## config.mk

```make
export PLATFORM = sky130hd
export DESIGN_NAME = ajuste_botones_ctrl
export DESIGN_NICKNAME = d
export VERILOG_FILES = /design/src/rtl/ajuste_botones_ctrl.sv
export SDC_FILE = /design/constraint.sdc
export NUM_CORES = 1
export LEC_CHECK = 0
export BUFFER_PORTS_ARGS = -buffer_cell sky130_fd_sc_hd__buf_2
export CORE_MARGIN = 2
export CORE_UTILIZATION = 35
export CTS_CLUSTER_SIZE = 16
export DETAILED_ROUTE_END_ITERATION = 10
export MAX_ROUTING_LAYER = met4
export PLACE_DENSITY_LB_ADDON = 0.05
export SLEW_MARGIN = 20
export SYNTH_ARGS = -nofsm -noshare
export SYNTH_HDL_FRONTEND = slang
export SYNTH_SLANG_ARGS = --single-unit
```

## constraint.sdc

```tcl
create_clock -name clk -period 2.2 [get_ports clk]
set_clock_uncertainty 0.1 [all_clocks]
set_input_delay 0 -clock clk [delete_from_list [all_inputs] [get_ports clk]]
set_output_delay 0 -clock clk [all_outputs]
set_load 0.05 [all_outputs]
```

## src/rtl/ajuste_botones_ctrl.sv

```systemverilog
// ---------------------------------------------------------------------------
// ajuste_botones_ctrl
//
// Front end of the time-setting path. Four raw push-buttons are synchronised
// (2 flops), debounced (one counter per button) and edge-detected. The result
// drives the field selector EN and the one-cycle aumento/disminuye strobes
// that the hour, minute and second adjust counters consume. Each counter acts
// only when EN equals its own code.
//
// Optional feature macro: AUTOREPEAT_EN
//   defined   : a held up/down button auto-repeats after REP_DELAY cycles,
//               then every REP_RATE cycles until release.
//   undefined : exactly one strobe per press; no repeat logic is built.
//
// Parameters:
//   DEB_CYCLES  cycles a synchronised level must hold to change the debounced
//               state (minimum 2)
//   REP_DELAY   hold time before auto-repeat starts (AUTOREPEAT_EN only)
//   REP_RATE    cycles between auto-repeat strobes (AUTOREPEAT_EN only)
//
// Ports:
//   clk        in   system clock, rising edge
//   rst        in   asynchronous active-high reset
//   ajuste_on  in   set mode active (synchronous level)
//   btn_up     in   raw button, asynchronous, active high
//   btn_down   in   raw button, asynchronous, active high
//   btn_left   in   raw button, asynchronous, active high
//   btn_right  in   raw button, asynchronous, active high
//   EN         out  field select: 0 hours, 1 minutes, 2 seconds, 3 none
//   aumento    out  one-cycle increment strobe
//   disminuye  out  one-cycle decrement strobe
//
// Latency: a raw level stable from edge k gives a strobe (or EN change) in
// the cycle after edge k+DEB_CYCLES+3 (2 sync + DEB_CYCLES debounce + edge
// register + output register).
// ---------------------------------------------------------------------------
module ajuste_botones_ctrl #(
  parameter int DEB_CYCLES = 1000,
  parameter int REP_DELAY  = 50000,
  parameter int REP_RATE   = 10000
) (
  input  logic       clk,
  input  logic       rst,
  input  logic       ajuste_on,
  input  logic       btn_up,
  input  logic       btn_down,
  input  logic       btn_left,
  input  logic       btn_right,
  output logic [1:0] EN,
  output logic       aumento,
  output logic       disminuye
);

  // Bit positions of the buttons inside the internal 4-bit vectors.
  localparam int BTN_UP    = 0;
  localparam int BTN_DOWN  = 1;
  localparam int BTN_LEFT  = 2;
  localparam int BTN_RIGHT = 3;

  // Debounce counter only needs to reach DEB_CYCLES-1.
  localparam int DW = $clog2(DEB_CYCLES);
  localparam logic [DW-1:0] DEB_LAST = DW'(DEB_CYCLES - 1);

  // Elaboration guard on the parameter ranges.
  if (DEB_CYCLES < 2 || REP_DELAY < 1 || REP_RATE < 1) begin : g_param_check
    $error("ajuste_botones_ctrl: DEB_CYCLES >= 2, REP_DELAY >= 1, REP_RATE >= 1 required");
  end

  typedef enum logic [1:0] {
    HORA = 2'd0,
    MIN  = 2'd1,
    SEG  = 2'd2,
    NONE = 2'd3
  } field_t;

  // Next field to the right: HORA -> MIN -> SEG -> HORA.
  function automatic field_t field_fwd(input field_t f);
    field_t r;
    case (f)
      HORA:    r = MIN;
      MIN:     r = SEG;
      SEG:     r = HORA;
      default: r = NONE;
    endcase
    return r;
  endfunction

  // Next field to the left: HORA -> SEG -> MIN -> HORA.
  function automatic field_t field_back(input field_t f);
    field_t r;
    case (f)
      HORA:    r = SEG;
      MIN:     r = HORA;
      SEG:     r = MIN;
      default: r = NONE;
    endcase
    return r;
  endfunction

  logic [3:0]    raw;
  logic [3:0]    sync1;
  logic [3:0]    sync2;
  logic [3:0]    deb;
  logic [DW-1:0] deb_cnt [4];
  logic [3:0]    deb_d;
  logic [3:0]    press;

  field_t        state;
  field_t        state_next;
  logic          gate;
  logic          up_ok;
  logic          dn_ok;
  logic          rep_up;
  logic          rep_dn;
  logic          aum_next;
  logic          dis_next;

  assign raw = {btn_right, btn_left, btn_down, btn_up};
  assign EN  = state;

  // Two-flop synchroniser for the asynchronous button inputs.
  always_ff @(posedge clk or posedge rst) begin
    if (rst) begin
      sync1 <= 4'b0000;
      sync2 <= 4'b0000;
    end else begin
      sync1 <= raw;
      sync2 <= sync1;
    end
  end

  // Debounce: count consecutive cycles of disagreement, adopt the new level
  // once the count reaches DEB_CYCLES; any agreeing cycle restarts the count.
  always_ff @(posedge clk or posedge rst) begin
    if (rst) begin
      deb <= 4'b0000;
      for (int i = 0; i < 4; i++) begin
        deb_cnt[i] <= '0;
      end
    end else begin
      for (int i = 0; i < 4; i++) begin
        if (sync2[i] != deb[i]) begin
          if (deb_cnt[i] == DEB_LAST) begin
            deb[i]     <= sync2[i];
            deb_cnt[i] <= '0;
          end else begin
            deb_cnt[i] <= deb_cnt[i] + DW'(1);
          end
        end else begin
          deb_cnt[i] <= '0;
        end
      end
    end
  end

  // Rising-edge detect of the debounced states; press is a registered
  // one-cycle pulse, release edges are ignored.
  always_ff @(posedge clk or posedge rst) begin
    if (rst) begin
      deb_d <= 4'b0000;
      press <= 4'b0000;
    end else begin
      deb_d <= deb;
      press <= deb & ~deb_d;
    end
  end

  // Field selector next state and the press-strobe qualification.
  always_comb begin
    state_next = state;
    gate       = 1'b0;
    up_ok      = 1'b0;
    dn_ok      = 1'b0;
    if (!ajuste_on) begin
      state_next = NONE;
    end else if (state == NONE) begin
      state_next = HORA;
    end else if (press[BTN_RIGHT] && !press[BTN_LEFT]) begin
      state_next = field_fwd(state);
    end else if (press[BTN_LEFT] && !press[BTN_RIGHT]) begin
      state_next = field_back(state);
    end else begin
      state_next = state;
    end
    // Any left/right press (even a cancelled pair) drops a coinciding
    // up/down press, so a strobe never lands on an EN change.
    gate  = ajuste_on & (state != NONE) & ~press[BTN_LEFT] & ~press[BTN_RIGHT];
    // Holding the opposite button blocks a press; a simultaneous up/down
    // pair is blocked too because both debounced states are high then.
    up_ok = gate & press[BTN_UP]   & ~deb[BTN_DOWN] & ~press[BTN_DOWN];
    dn_ok = gate & press[BTN_DOWN] & ~deb[BTN_UP]   & ~press[BTN_UP];
  end

`ifdef AUTOREPEAT_EN
  localparam int RMAX = (REP_DELAY > REP_RATE) ? REP_DELAY : REP_RATE;
  localparam int RW   = $clog2(RMAX + 1);
  localparam logic [RW-1:0] DELAY_LAST = RW'(REP_DELAY - 1);
  localparam logic [RW-1:0] RATE_LAST  = RW'(REP_RATE - 1);

  logic          rep_active;
  logic          rep_dir;     // 0 = up, 1 = down
  logic          rep_first;   // still waiting out REP_DELAY
  logic [RW-1:0] rep_cnt;
  logic          rep_keep;
  logic          rep_hit;

  // Repeat timer keeps running only while the same button stays held in an
  // unchanged, active field.
  always_comb begin
    rep_keep = rep_active & ajuste_on & (state != NONE) & (state_next == state)
             & (rep_dir ? deb[BTN_DOWN] : deb[BTN_UP]);
    rep_hit  = rep_first ? (rep_cnt == DELAY_LAST) : (rep_cnt == RATE_LAST);
    rep_up   = rep_keep & rep_hit & ~rep_dir;
    rep_dn   = rep_keep & rep_hit & rep_dir;
  end

  // Repeat counter: armed by a press strobe, cleared on release, field
  // change or leaving set mode.
  always_ff @(posedge clk or posedge rst) begin
    if (rst) begin
      rep_active <= 1'b0;
      rep_dir    <= 1'b0;
      rep_first  <= 1'b0;
      rep_cnt    <= '0;
    end else if (up_ok || dn_ok) begin
      rep_active <= 1'b1;
      rep_dir    <= dn_ok;
      rep_first  <= 1'b1;
      rep_cnt    <= '0;
    end else if (rep_keep) begin
      if (rep_hit) begin
        rep_first <= 1'b0;
        rep_cnt   <= '0;
      end else begin
        rep_cnt   <= rep_cnt + RW'(1);
      end
    end else begin
      rep_active <= 1'b0;
      rep_first  <= 1'b0;
      rep_cnt    <= '0;
    end
  end
`else
  assign rep_up = 1'b0;
  assign rep_dn = 1'b0;
`endif

  // Strobe selection: repeat strobes obey the same exclusions as presses.
  always_comb begin
    aum_next = up_ok | (rep_up & gate & ~deb[BTN_DOWN]);
    dis_next = dn_ok | (rep_dn & gate & ~deb[BTN_UP]);
  end

  // Registered outputs: field selector and strobes.
  always_ff @(posedge clk or posedge rst) begin
    if (rst) begin
      state     <= NONE;
      aumento   <= 1'b0;
      disminuye <= 1'b0;
    end else begin
      state     <= state_next;
      aumento   <= aum_next;
      disminuye <= dis_next;
    end
  end

endmodule

```

---- Word level (Yosys, flattened, before mapping) ----
Index checks and enable logic that the tools add are counted.
storage, ports and cells
  word-level logic and storage cells ...... 72
  flip-flop bits (word level) ............. 64
  memories kept ........................... 0
  memory bits (writable) .................. 0
  latch bits .............................. 0
  output and inout bits ................... 4
  ROM bits ................................ 0
operators by class
  bitwise operators ....................... 17
  $mul .................................... 0
  shift operators ......................... 0
  magnitude comparators ................... 0
  reduce and logical (&&, ||, !) cells .... 9
  mux-type cells .......................... 14
  equality and inequality tests ........... 13
  add/subtract/negate cells ............... 4
  divide/modulo/power cells ............... 0
operators by type and width
  kind                     count
  $mux W10                 8
  $add A10 B1 Y10 const B  4
  $eq A10 B10 Y1 const B   4
  $pmux W2 S3              2
  $and A1 B1 Y1            9
  $mux W2                  4
  $reduce_and A2 Y1        4
  $not A1 Y1               6
  $and A4 B4 Y4            1
  $eq A2 B2 Y1 const B     2
  $ne A1 B1 Y1             4
  $ne A4 B1 Y1 const B     1
  $not A4 Y4               1
  $eq A2 B1 Y1 const B     1
  $logic_and A1 B1 Y1      2
  $logic_not A1 Y1         2
  $logic_not A2 Y1         1
  $ne A2 B2 Y1 const B     1

---- Longest topological paths before layout ----
  word-level depth ........................ 7
  gate-level depth with buffers ........... 6
  gate-level depth less buffers ........... 6

---- Worst setup path after synthesis ----
No wires, ideal clock.
  path type ............................... flip-flop to flip-flop
  start point ............................. reg state[0], in the netlist EN[0]
  end point ............................... reg aumento
  stages on the path, launching flop included .. 4
  path slack .............................. 0.523 ns
  data arrival time ....................... 1.472 ns
  clock period less this slack ............ 1.677 ns
  required time ........................... 1.995 ns
  path buffers ............................ 0
  cell sequence ........................... dfstp_2 ha_1 or4b_1 nor4b_1
on the way
  longest elaborated chain between the ends .. 7
ends and longest elaborated chain
  item                        RTL line  source
  start, declared             108       field_t state;
  start signal, assigned      261       state <= state_next;
  $ne A2 B2 Y1                187       gate = ajuste_on & (state != NONE) & ~press[BTN_LEFT] & ~press[BTN_RIGHT];
  $and A1 B1 Y1 (3 in a row)  187
  $and A1 B1 Y1 (3 in a row)  190       up_ok = gate & press[BTN_UP] & ~deb[BTN_DOWN] & ~press[BTN_DOWN];
  named net aum_next          115       logic aum_next;
  end signal, assigned        262       aumento <= aum_next;
  end, declared               50        output logic aumento,
The timed path passes the listed nets, and every way through them passes these cells.
A chain may end at the register's enable or synchronous reset.

---- Worst setup path after layout ----
  start point ............................. reg deb_cnt[20] (netlist bit)
  end point ............................... reg deb_cnt[27] (netlist bit)
on the way
  longest elaborated chain between the ends .. 3
  elaborated cells on any way between the ends .. 4
  those cells by class .................... add/sub: 1; eq/ne: 1; mux: 2
ends and longest elaborated chain
  item                                               RTL line  source
  start, declared                                    104       logic [DW-1:0] deb_cnt [4];
  start signal, assigned by index                    147       deb_cnt[i] <= deb_cnt[i] + DW'(1);
  $add A10 B1 Y10 or $eq A10 B10 Y1 (tied branches)  147, 143
  $mux W10 (*)                                       143       if (deb_cnt[i] == DEB_LAST) begin
  $mux W10 (*)                                       142       if (sync2[i] != deb[i]) begin
Mark *: on every way between the ends. The rest lies on a longest branch, timed or not.

==> impl_results.md <==
* Reg area at 1600 µm²
* CP peak stage delay at 0.53 ns
* Final hold violation count at 0
* Initial core utilization at 0.359
* Synth top area share at 0.532
* Yosys cell types at 36
* Post-Place Worst Slack at 0.443 ns
* Min-Delay Path Class: input port to async pin
* Status: finished clean
* Slowest CP cell: or4b_4
* Synth Cell Area at 2920 µm²
* Fin cells at 413
* Crit path kind: register to register
* Area grow syn2layout at 15.6%
* Layout Nets at 321
* Post-route DRC at 0
* Sw frac at 0.231
* Vias at 2029
* # clock sinks at 64
* Core area at 8130 µm²
* Drt initial violations at 66
* Top cells by area, synth: dfrtp_1 (53%), nor2_1 (4.6%), xor2_1 (4.2%)
* Cell Int Power at 1.83 mW
* Die Area at 9080 µm²
* Power Total at 2.39 mW
* Syn Inst Count at 277
* Post-synthesis sequential area ratio at 0.550
* Setup violations, final at 0
* Placed instance count at 393
* Reg2reg path depth at 5
* Post-DR wirelength/cell at 12.6 µm
* Total setup buffers inserted after CTS at 0
* Worst EP required at 2.30 ns
* Post-route setup TNS at 0 ns
* Port Buf Inserts at 10
* Reg2reg setup slack at 0.43 ns
* Reg power frac at 0.522
* Post-synth ARST share at 1.00
* Number of max-cap violations at 0
* Filler cells at 778
* Final WS setup at 0.428 ns
* Number of global-route vias before repair at 1991
* CTS clk-pin slew, worst paths at 0.07 ns
* Critical path depth at 5
* TritonCTS clock tree: built
* Crit-path cells: ha_1, nand2_2, or4b_4, o211ai_2, a31oi_1
* Post-layout minimum cycle time at 1.77 ns
* Clk pwr share at 0.419
* Top-count cell post-synth: dfrtp_1
* GR Overflow Total at 0
* Syn nets at 293
* Leading area contributor after synthesis: dfrtp_1
* Worst-margin pin slew at 0.409 ns
* H-tree depth at 3
* Die H at 95.3 µm
* Total CTS buffers at 9
* Synth top cells by count: dfrtp_1 (62), nor2_1 (36), nand3_1 (22)
* Slew Limit Fails at 0
* Top delay family on crit path: simple AND/OR/NAND/NOR gates
* Die Width at 95.3 µm
* Worst vdd ir at 0.429 mV
* Post-route ant nets at 0
* Clock latency on the worst-skew pair at 0.33 ns
* Tcrit/Tclk final at 0.805
* Crit Path Max Fanout at 5
* First-pass iteration count of the detailed router at 4
* Antenna violations before repair at 0
* Avg Synthesized Cell Area at 10.5 µm²
* Multi-input gate area at 1290 µm²
* Clock root buffer: clkbuf_8
* Fraction of layout cells with a size suffix above 1 at 0.133
* #FFs+latches synth at 64
* I/O pin count at 11
* Core Rows at 33
* Switch Pwr at 551 µW
* Yosys warns at 0
* GRT Util Overall at 0.135
* CP Buf/Inv Count at 0
* CP startpoint kind: register
* Unrepaired setup endpoints after global routing: false
* EDFF count, synth at 0
* Setup crit end kind: register
* Pwr Density at 707 nW/µm²
* Data arrival, critical path at 1.87 ns
* Max Clock Freq at 0.564 GHz
* First-pass GRT wire length at 9160 µm
* Combinational share of power at 0.058
* Largest net degree at the start of global routing at 51
* Final HPWL DP at 3560 µm
* Rel. slew slack at 0.723
* Leakage at 1.49 nW
* Top_reg_cell synth: dfrtp_1
* Ant. Diodes at 0
* Final wirelength at 5220 µm
* Via density at 4.91
* Longest Clk Path Bufs at 2
* RePlAce Congestion at 0.761
[worst reg2reg max path, cell delays in order (launching register included)]
cell,delay (ns)
dfrtp_1,0.40
ha_1,0.26
nand2_2,0.09
or4b_4,0.53
o211ai_2,0.17
a31oi_1,0.09
[power groups by stage]
stage / sequential (mW) / clock, mW / combinational, mW
after floorplan: 1.28 / 0 / 0.0816
after global placement: 1.27 / 0 / 0.137
after detailed placement: 1.27 / 0 / 0.135
after CTS: 1.25 / 1.04 / 0.145
after global routing: 1.25 / 1.09 / 0.162
final: 1.25 / 1.00 / 0.139
[per-layer routing]
metal | up-vias | track usage | part of all wire | routed length, µm
met4 | 0 | 0.0616 | 0.020 | 103
met3 | 11 | 0.0443 | 0.032 | 166
met1 | 975 | 0.163 | 0.49 | 2550
met5 | - | - | 0 | 0
li1 | 1021 | - | - | -
met2 | 22 | 0.206 | 0.46 | 2400
[final cells by class]
type / instances / share of cell area
Timing Repair Buffer: 17 / 0.0386
Multi-Input combinational cell: 206 / 0.381
Tap cell: 105 / 0.0390
Clock buffer: 11 / 0.0449
Inverter: 7 / 0.00779
Clock inverter: 3 / 0.0126
Sequential cell: 64 / 0.476
[registers in the layout (all words and copies together), names as in the netlist]
name	count
sync2	4
deb	4
deb_cnt	40
aumento	1
deb_d	4
EN	2
press	4
disminuye	1
sync1	4
[path summary, 6_finish.rpt]
path,start,endpoint
worst max-delay path,deb_cnt[20],deb_cnt[27]
worst min-delay path,rst,deb_cnt[13]
worst max register to register,deb_cnt[20],deb_cnt[27]
worst min register to register,sync1[1],sync2[1]
max in group asynchronous,rst,EN[1]
min in group clk,btn_left,sync1[2]
[logic make-up (layout without fill, tap and decap cells)]
| group | Yosys count | after routing | synth area share |
|---|---|---|---|
| adders and majority gates | 9 | 9 | 0.0386 |
| buffers and inverters | 7 | 38 | 0.00901 |
| and+or+nand+nor | 131 | 131 | 0.235 |
| AOI/OAI and AO/OA | 36 | 36 | 0.0738 |
| DFF | 64 | 64 | 0.550 |
| muxes | 4 | 4 | 0.0154 |
| xor gates and xnor gates | 26 | 26 | 0.0781 |
[placed cells by master (no fill, tap or decap), types with 2 or more instances in the layout]
master and count:
nor4b_1 3, and2_1 2, dlygate4sd3_1 6, a21oi_1 15
ha_1 9, clkbuf_8 11, xor2_1 14, nor2b_1 5
nor3_1 5, dfrtp_1 62, a31oi_1 3, or2_2 3
and4bb_2 2, mux2_2 4, nand3_1 22, nand4_1 6
nor2_1 36, a211oi_1 2, inv_1 6, nand3b_1 3
o21bai_1 2, xnor2_1 12, o21ai_0 10, and3_1 10
nand2b_1 3, nand2_1 21, dfstp_2 2, or3_1 2
buf_2 10, nor4_1 3
[what timing repair did]
| item | 4_1_cts | 5_1_grt |
|---|---|---|
| gates resized for setup | 0 | 0 |
| hold endpoints to repair | 70 | 0 |
| hold buffers | 6 | 0 |
[through the flow]
stage | hold WS [ns] | area, µm² | utilization
after floorplan | -0.0686 | 2920 | -
after global placement | -0.100 | 3120 | 0.383
after detailed placement | -0.107 | 3120 | 0.383
after CTS | 0.0763 | 3370 | 0.415
after global routing | 0.112 | 3370 | 0.415
final | 0.0872 | 3370 | 0.415
Note: power is estimated with default switching activity, not from simulation.
